[src/rtl/program_loader_if.sv]
// Byte-stream handshake plus instruction-memory write bus for the boot loader.
interface program_loader_if #(
  parameter int ADDR_W = 5
);
  logic              byte_valid_i;
  logic [7:0]        byte_data_i;
  logic              byte_ready_o;
  logic              im_we_o;
  logic [ADDR_W-1:0] im_addr_o;
  logic [31:0]       im_wdata_o;

  // slave: the loader (consumes bytes, drives memory writes); master: the host side
  modport slave  (input  byte_valid_i, byte_data_i,
                  output byte_ready_o, im_we_o, im_addr_o, im_wdata_o);
  modport master (output byte_valid_i, byte_data_i,
                  input  byte_ready_o, im_we_o, im_addr_o, im_wdata_o);
endinterface

[src/rtl/program_loader.sv]
// Packs a big-endian byte stream into 32-bit words, writes them to instruction memory
// from address 0, and holds the CPU in reset until an all-zero terminator word lands.
module program_loader #(
  parameter int MEM_DEPTH = 32,
  parameter int ADDR_W    = 5
) (
  input  logic              clk_i,
  input  logic              rst_i,
  input  logic              start_i,
  program_loader_if.slave   bus,
  output logic [ADDR_W:0]   word_count_o,
  output logic              done_o,
  output logic              err_o,
  output logic              cpu_rst_n_o
);
  localparam logic [2:0] IDLE  = 3'd0;
  localparam logic [2:0] RECV  = 3'd1;
  localparam logic [2:0] WRITE = 3'd2;
  localparam logic [2:0] DONE  = 3'd3;
  localparam logic [2:0] ERR   = 3'd4;

  logic [2:0]        state;
  logic [ADDR_W-1:0] addr;
  logic [1:0]        byte_idx;
  logic [31:0]       word;
  logic [ADDR_W:0]   word_count;
  logic              last_addr;

  assign last_addr = (addr == ADDR_W'(MEM_DEPTH - 1));

  always_ff @(posedge clk_i or posedge rst_i) begin
    if (rst_i) begin
      state      <= IDLE;
      addr       <= '0;
      byte_idx   <= '0;
      word       <= '0;
      word_count <= '0;
    end else begin
      case (state)
        IDLE, DONE, ERR: begin
          if (start_i) begin
            state      <= RECV;
            addr       <= '0;
            byte_idx   <= '0;
            word_count <= '0;
          end
        end
        RECV: begin
          // ready is 1 throughout RECV, so valid alone qualifies the handshake
          if (bus.byte_valid_i) begin
            word     <= {word[23:0], bus.byte_data_i};
            byte_idx <= byte_idx + 2'd1;
            if (byte_idx == 2'd3) state <= WRITE;
          end
        end
        WRITE: begin
          word_count <= word_count + 1'b1;
          // terminator takes priority over the full-memory check
          if (word == 32'd0)  state <= DONE;
          else if (last_addr) state <= ERR;
          else begin
            state <= RECV;
            addr  <= addr + 1'b1;
          end
        end
        default: state <= IDLE;
      endcase
    end
  end

  // every output is a register or a pure decode of state
  assign bus.byte_ready_o = (state == RECV);
  assign bus.im_we_o      = (state == WRITE);
  assign bus.im_addr_o    = addr;
  assign bus.im_wdata_o   = word;
  assign word_count_o     = word_count;
  assign done_o           = (state == DONE);
  assign err_o            = (state == ERR);
  assign cpu_rst_n_o      = (state == DONE);
endmodule

[src/flat_wrapper.sv]
// flat-port wrapper written by rule: the top's interface ports become plain ports
module program_loader_flat 
#(
  parameter int MEM_DEPTH = 32,
  parameter int ADDR_W    = 5
)
  (clk_i, rst_i, start_i, word_count_o, done_o, err_o, cpu_rst_n_o, bus_byte_valid_i, bus_byte_data_i, bus_byte_ready_o, bus_im_we_o, bus_im_addr_o, bus_im_wdata_o);
  program_loader_if #(.ADDR_W(ADDR_W)) bus_i ();
  input  logic clk_i;
  input  logic rst_i;
  input  logic start_i;
  output logic [ADDR_W:0] word_count_o;
  output logic done_o;
  output logic err_o;
  output logic cpu_rst_n_o;
  input wire logic [$bits(bus_i.byte_valid_i)-1:0] bus_byte_valid_i;
  input wire logic [$bits(bus_i.byte_data_i)-1:0] bus_byte_data_i;
  output wire logic [$bits(bus_i.byte_ready_o)-1:0] bus_byte_ready_o;
  output wire logic [$bits(bus_i.im_we_o)-1:0] bus_im_we_o;
  output wire logic [$bits(bus_i.im_addr_o)-1:0] bus_im_addr_o;
  output wire logic [$bits(bus_i.im_wdata_o)-1:0] bus_im_wdata_o;
  assign bus_i.byte_valid_i = bus_byte_valid_i;
  assign bus_i.byte_data_i = bus_byte_data_i;
  assign bus_byte_ready_o = bus_i.byte_ready_o;
  assign bus_im_we_o = bus_i.im_we_o;
  assign bus_im_addr_o = bus_i.im_addr_o;
  assign bus_im_wdata_o = bus_i.im_wdata_o;
  program_loader #(.MEM_DEPTH(MEM_DEPTH), .ADDR_W(ADDR_W)) u_core (.clk_i(clk_i), .rst_i(rst_i), .start_i(start_i), .bus(bus_i), .word_count_o(word_count_o), .done_o(done_o), .err_o(err_o), .cpu_rst_n_o(cpu_rst_n_o));
endmodule
[config.mk]
export PLATFORM = sky130hd
export DESIGN_NAME = program_loader_flat
export DESIGN_NICKNAME = d
export VERILOG_FILES = /design/src/rtl/program_loader_if.sv /design/src/rtl/program_loader.sv /design/src/flat_wrapper.sv
export SDC_FILE = /design/constraint.sdc
export NUM_CORES = 1
export LEC_CHECK = 0
export CORE_AREA = 2 2 68 70
export DETAILED_ROUTE_END_ITERATION = 7
export DIE_AREA = 0 0 70 72
export PLACE_DENSITY = 0.82
export RECOVER_POWER = 50
export SETUP_SLACK_MARGIN = 0.5
export SYNTH_ARGS = -nofsm -noshare
export SYNTH_HDL_FRONTEND = slang
export SYNTH_SLANG_ARGS = --single-unit
[constraint.sdc]
create_clock -name clk_i -period 2.8 [get_ports clk_i]
set_input_delay 0.84 -clock clk_i [delete_from_list [all_inputs] [get_ports clk_i]]
set_output_delay 0.84 -clock clk_i [all_outputs]
set_load 0.05 [all_outputs]
==> impl_metrics.yaml <==
critical_path:
  cp.required_ns: 2.99
  critPathLaunchType: "primary input"
  cp_num_buf_inv: 1
  cpMaxStageDelayCell: "dlygate4sd3_1"
  critPathTopFamily: "simple AND/OR/NAND/NOR gates"
  critical_path.cell_chain: "dlygate4sd3_1 > nor3b_1 > a31oi_2 > and2_4 > or3_1 > a32o_1"
  path_class: "primary input to flip-flop"
  crit_path_max_fanout: 5
  cp-end-kind: "flip-flop"
  critPathArrivalTime_ns: 2.64
  cpPeakStageDelay_ns: 0.59
die:
  die_w_um: 70
  die_area_um2: 5040
  core_um2: 4260
  initial_utilization_pct: 49.5
  die_y_um: 72
  std_cell_rows: 24
  io_pins: 60
detailed_routing:
  wirelength_um: 4980
  wl_per_cell_um: 14.2
  vias: 1871
  drt_pass1_iterations: 4
  ant_nets: 0
  drt_iter0_drc: 89
  vias_per_cell: 5.33
  remaining_drc_errors: 0
placement:
  portBuffers: 59
  placed_cell_area_um2: 2780
  place_congestion: 0.855
  place_hpwl_um: 3630
clock_network:
  cts-buffers-inserted: 5
  cts.sinks: 48
  clk_latency_ns: 0.30
  h-tree-depth: 2
  tritoncts: "built"
  clk_pin_slew_ns: 0.08
  clockRootBuffer: "clkbuf_8"
  clockBufferDepth: 2
  ctsHoldBuffers: 0
status:
  status: "finished clean"
cells_and_area:
  drive_gt1_share_pct: 8.70
  syn_to_final_growth_pct: 32.9
  post-route-util_pct: 65.8
  diodes: 0
  design_area_um2: 2810
  fin_nets: 315
global_routing:
  grt_pass1_wl_um: 8830
  grt_overflow: 0
  grt_antenna_before_repair: 0
  grt_usage_pct: 22.0
  grt_pass1_vias: 1884
  grt_start_max_net_pins: 49
sta:
  max_freq_mhz: 408
  timing_hold_violations_final: 0
  fin_skew_ns: 0.00554
  fin_crit_ns: 2.45
  relSlewSlack_pct: 22.3
  grt_setup_unrepaired: "true"
  setup_tns_ns: 0
  slew_violations: 0
  tightest_slew_ns: 1.17
  finalSetupViolCount: 0
  fin_crit_sh_pct: 87.6
  worst_hold_slack_ns: 0.477
worst_hold_path:
  hold_path.class: "flip-flop to flip-flop"
power_and_ir_drop:
  max-vdd-ir-drop_mv: 0.789
  p_leak_uw: 0.00152
  powerDensity_nw_per_um2: 1310
flow_run:
  max_cap_viol_count: 0
logic_synthesis:
  yosysSeqAreaShare_pct: 56.9
  synth_nets: 253
  synth_seq_cells: 48
  synth_cells: 237
  ys_types: 34
  ys.warnings.count: 0
  netlist_area_um2: 2110
  synth.avg_cell_area_um2: 8.91
## flip-flops by register name, summed over array words and instances (netlist names)
signal                 flops
u_core.bus.im_addr_o       5
u_core.bus.im_wdata_o     32
u_core.byte_idx            2
u_core.state               3
u_core.word_count_o        6
## synth_stat cells
| cell | count | area share (%) |
|---|---|---|
| buf_4 | 1 | 0.36 |
| a32o_1 | 2 | 0.95 |
| and3_1 | 2 | 0.59 |
| xnor2_1 | 1 | 0.41 |
| nor2_1 | 4 | 0.71 |
| nand3b_1 | 1 | 0.36 |
| nand4_1 | 3 | 0.89 |
| o211ai_1 | 1 | 0.36 |
| a221oi_1 | 1 | 0.41 |
| buf_2 | 3 | 0.71 |
| inv_1 | 5 | 0.89 |
| dfrtp_1 | 48 | 57 |
| a21oi_1 | 3 | 0.71 |
| xor2_1 | 1 | 0.41 |
| and2_4 | 1 | 0.41 |
| nand2_1 | 108 | 19 |
| nand3_1 | 8 | 1.9 |
| nor3b_1 | 2 | 0.71 |
| and2_1 | 1 | 0.30 |
| or2_2 | 1 | 0.30 |
| or3_1 | 1 | 0.30 |
| and2b_2 | 1 | 0.41 |
| or4_1 | 1 | 0.36 |
| o21ai_0 | 12 | 2.8 |
| clkbuf_1 | 5 | 0.89 |
| and2_2 | 1 | 0.36 |
| o2bb2ai_1 | 1 | 0.41 |
| nand2b_1 | 1 | 0.30 |
| nor3_1 | 1 | 0.24 |
| a31oi_1 | 1 | 0.30 |
| a31oi_2 | 1 | 0.59 |
| nor4_1 | 8 | 2.4 |
| ha_1 | 4 | 2.4 |
| o311ai_0 | 2 | 0.83 |
## cell type report
type                            instances  area (µm²)
Tap cell                               52        65.1
Timing Repair Buffer                   64         563
Sequential cell                        48        1200
Inverter                                5        18.8
Fill cell                             373        1460
Clock buffer                            7        96.3
Multi-Input combinational cell        175         861
## metrics by stage
stage,power [µW],setup slack [ns],cells
3_3_place_gp,3420,0.204,344
5_1_grt,3930,0.303,351
2_1_floorplan,2690,0.674,237
4_1_cts,3730,0.425,351
3_5_place_dp,3460,0.111,344
6_report,3690,0.348,351
## metal layers
| layer | track usage [%] | up-vias | share of wire, % | wire [µm] |
|---|---|---|---|---|
| li1 | - | 911 | - | - |
| met1 | 29.3 | 898 | 44 | 2180 |
| met2 | 36.2 | 60 | 49 | 2440 |
| met3 | 4.58 | 2 | 6.8 | 339 |
| met4 | 7.69 | 0 | 0.42 | 21 |
| met5 | 0 | - | 0 | 0 |
## layout by cell type (no fill, tap or decap), types with 2 or more instances in the layout
cell,n
nand2_1,108
dfrtp_1,46
dlygate4sd2_1,43
o21ai_0,12
nor4_1,8
nand3_1,8
clkdlybuf4s50_1,8
clkbuf_8,7
buf_4,5
nor2_1,4
ha_1,4
inv_1,3
nand4_1,3
a21oi_1,3
dlygate4sd3_1,3
clkbuf_2,3
o311ai_0,2
and3_1,2
a32o_1,2
dfrtp_2,2
## cell families (layout without fill, tap and decap cells)
kind of cell / after synthesis / after routing / synth area share, %
xor+xnor: 2 / 2 / 0.830
flops: 48 / 48 / 56.9
compound gates: 24 / 24 / 7.41
simple gates: 145 / 145 / 29.7
fa+ha+maj: 4 / 4 / 2.37
buf+inv: 14 / 76 / 2.84
## worst paths after layout
check / to / from / slack (ns) / cells past startpoint
max: u_core.bus.im_addr_o[1] / start_i / 0.35 / 6
min: u_core.word_count_o[5] / u_core.word_count_o[5] / 0.48 / 1
max reg2reg: u_core.bus.im_addr_o[3] / u_core.bus.im_addr_o[0] / 0.75 / 7
min reg2reg: u_core.word_count_o[5] / u_core.word_count_o[5] / 0.48 / 1
max in group asynchronous: u_core.state[0] / rst_i / 0.65 / 3
min in group asynchronous: u_core.word_count_o[3] / rst_i / 1.36 / 3
## timing repair
| item | in CTS | in global routing |
|---|---|---|
| cloned | 0 | 0 |
| gates resized for setup | 45 | 5 |
| setup buffers | 0 | 0 |
| setup endpoints to repair | 47 | 5 |
| pin swaps | 0 | 0 |
## where the power goes
part,total [µW],internal [µW],switching [µW]
Clock,437,220,217
Combinational,1980,513,1470
Sequential,1270,968,304
Total,3690,1700,1990
No activity file was read; power rests on OpenSTA's default activity.
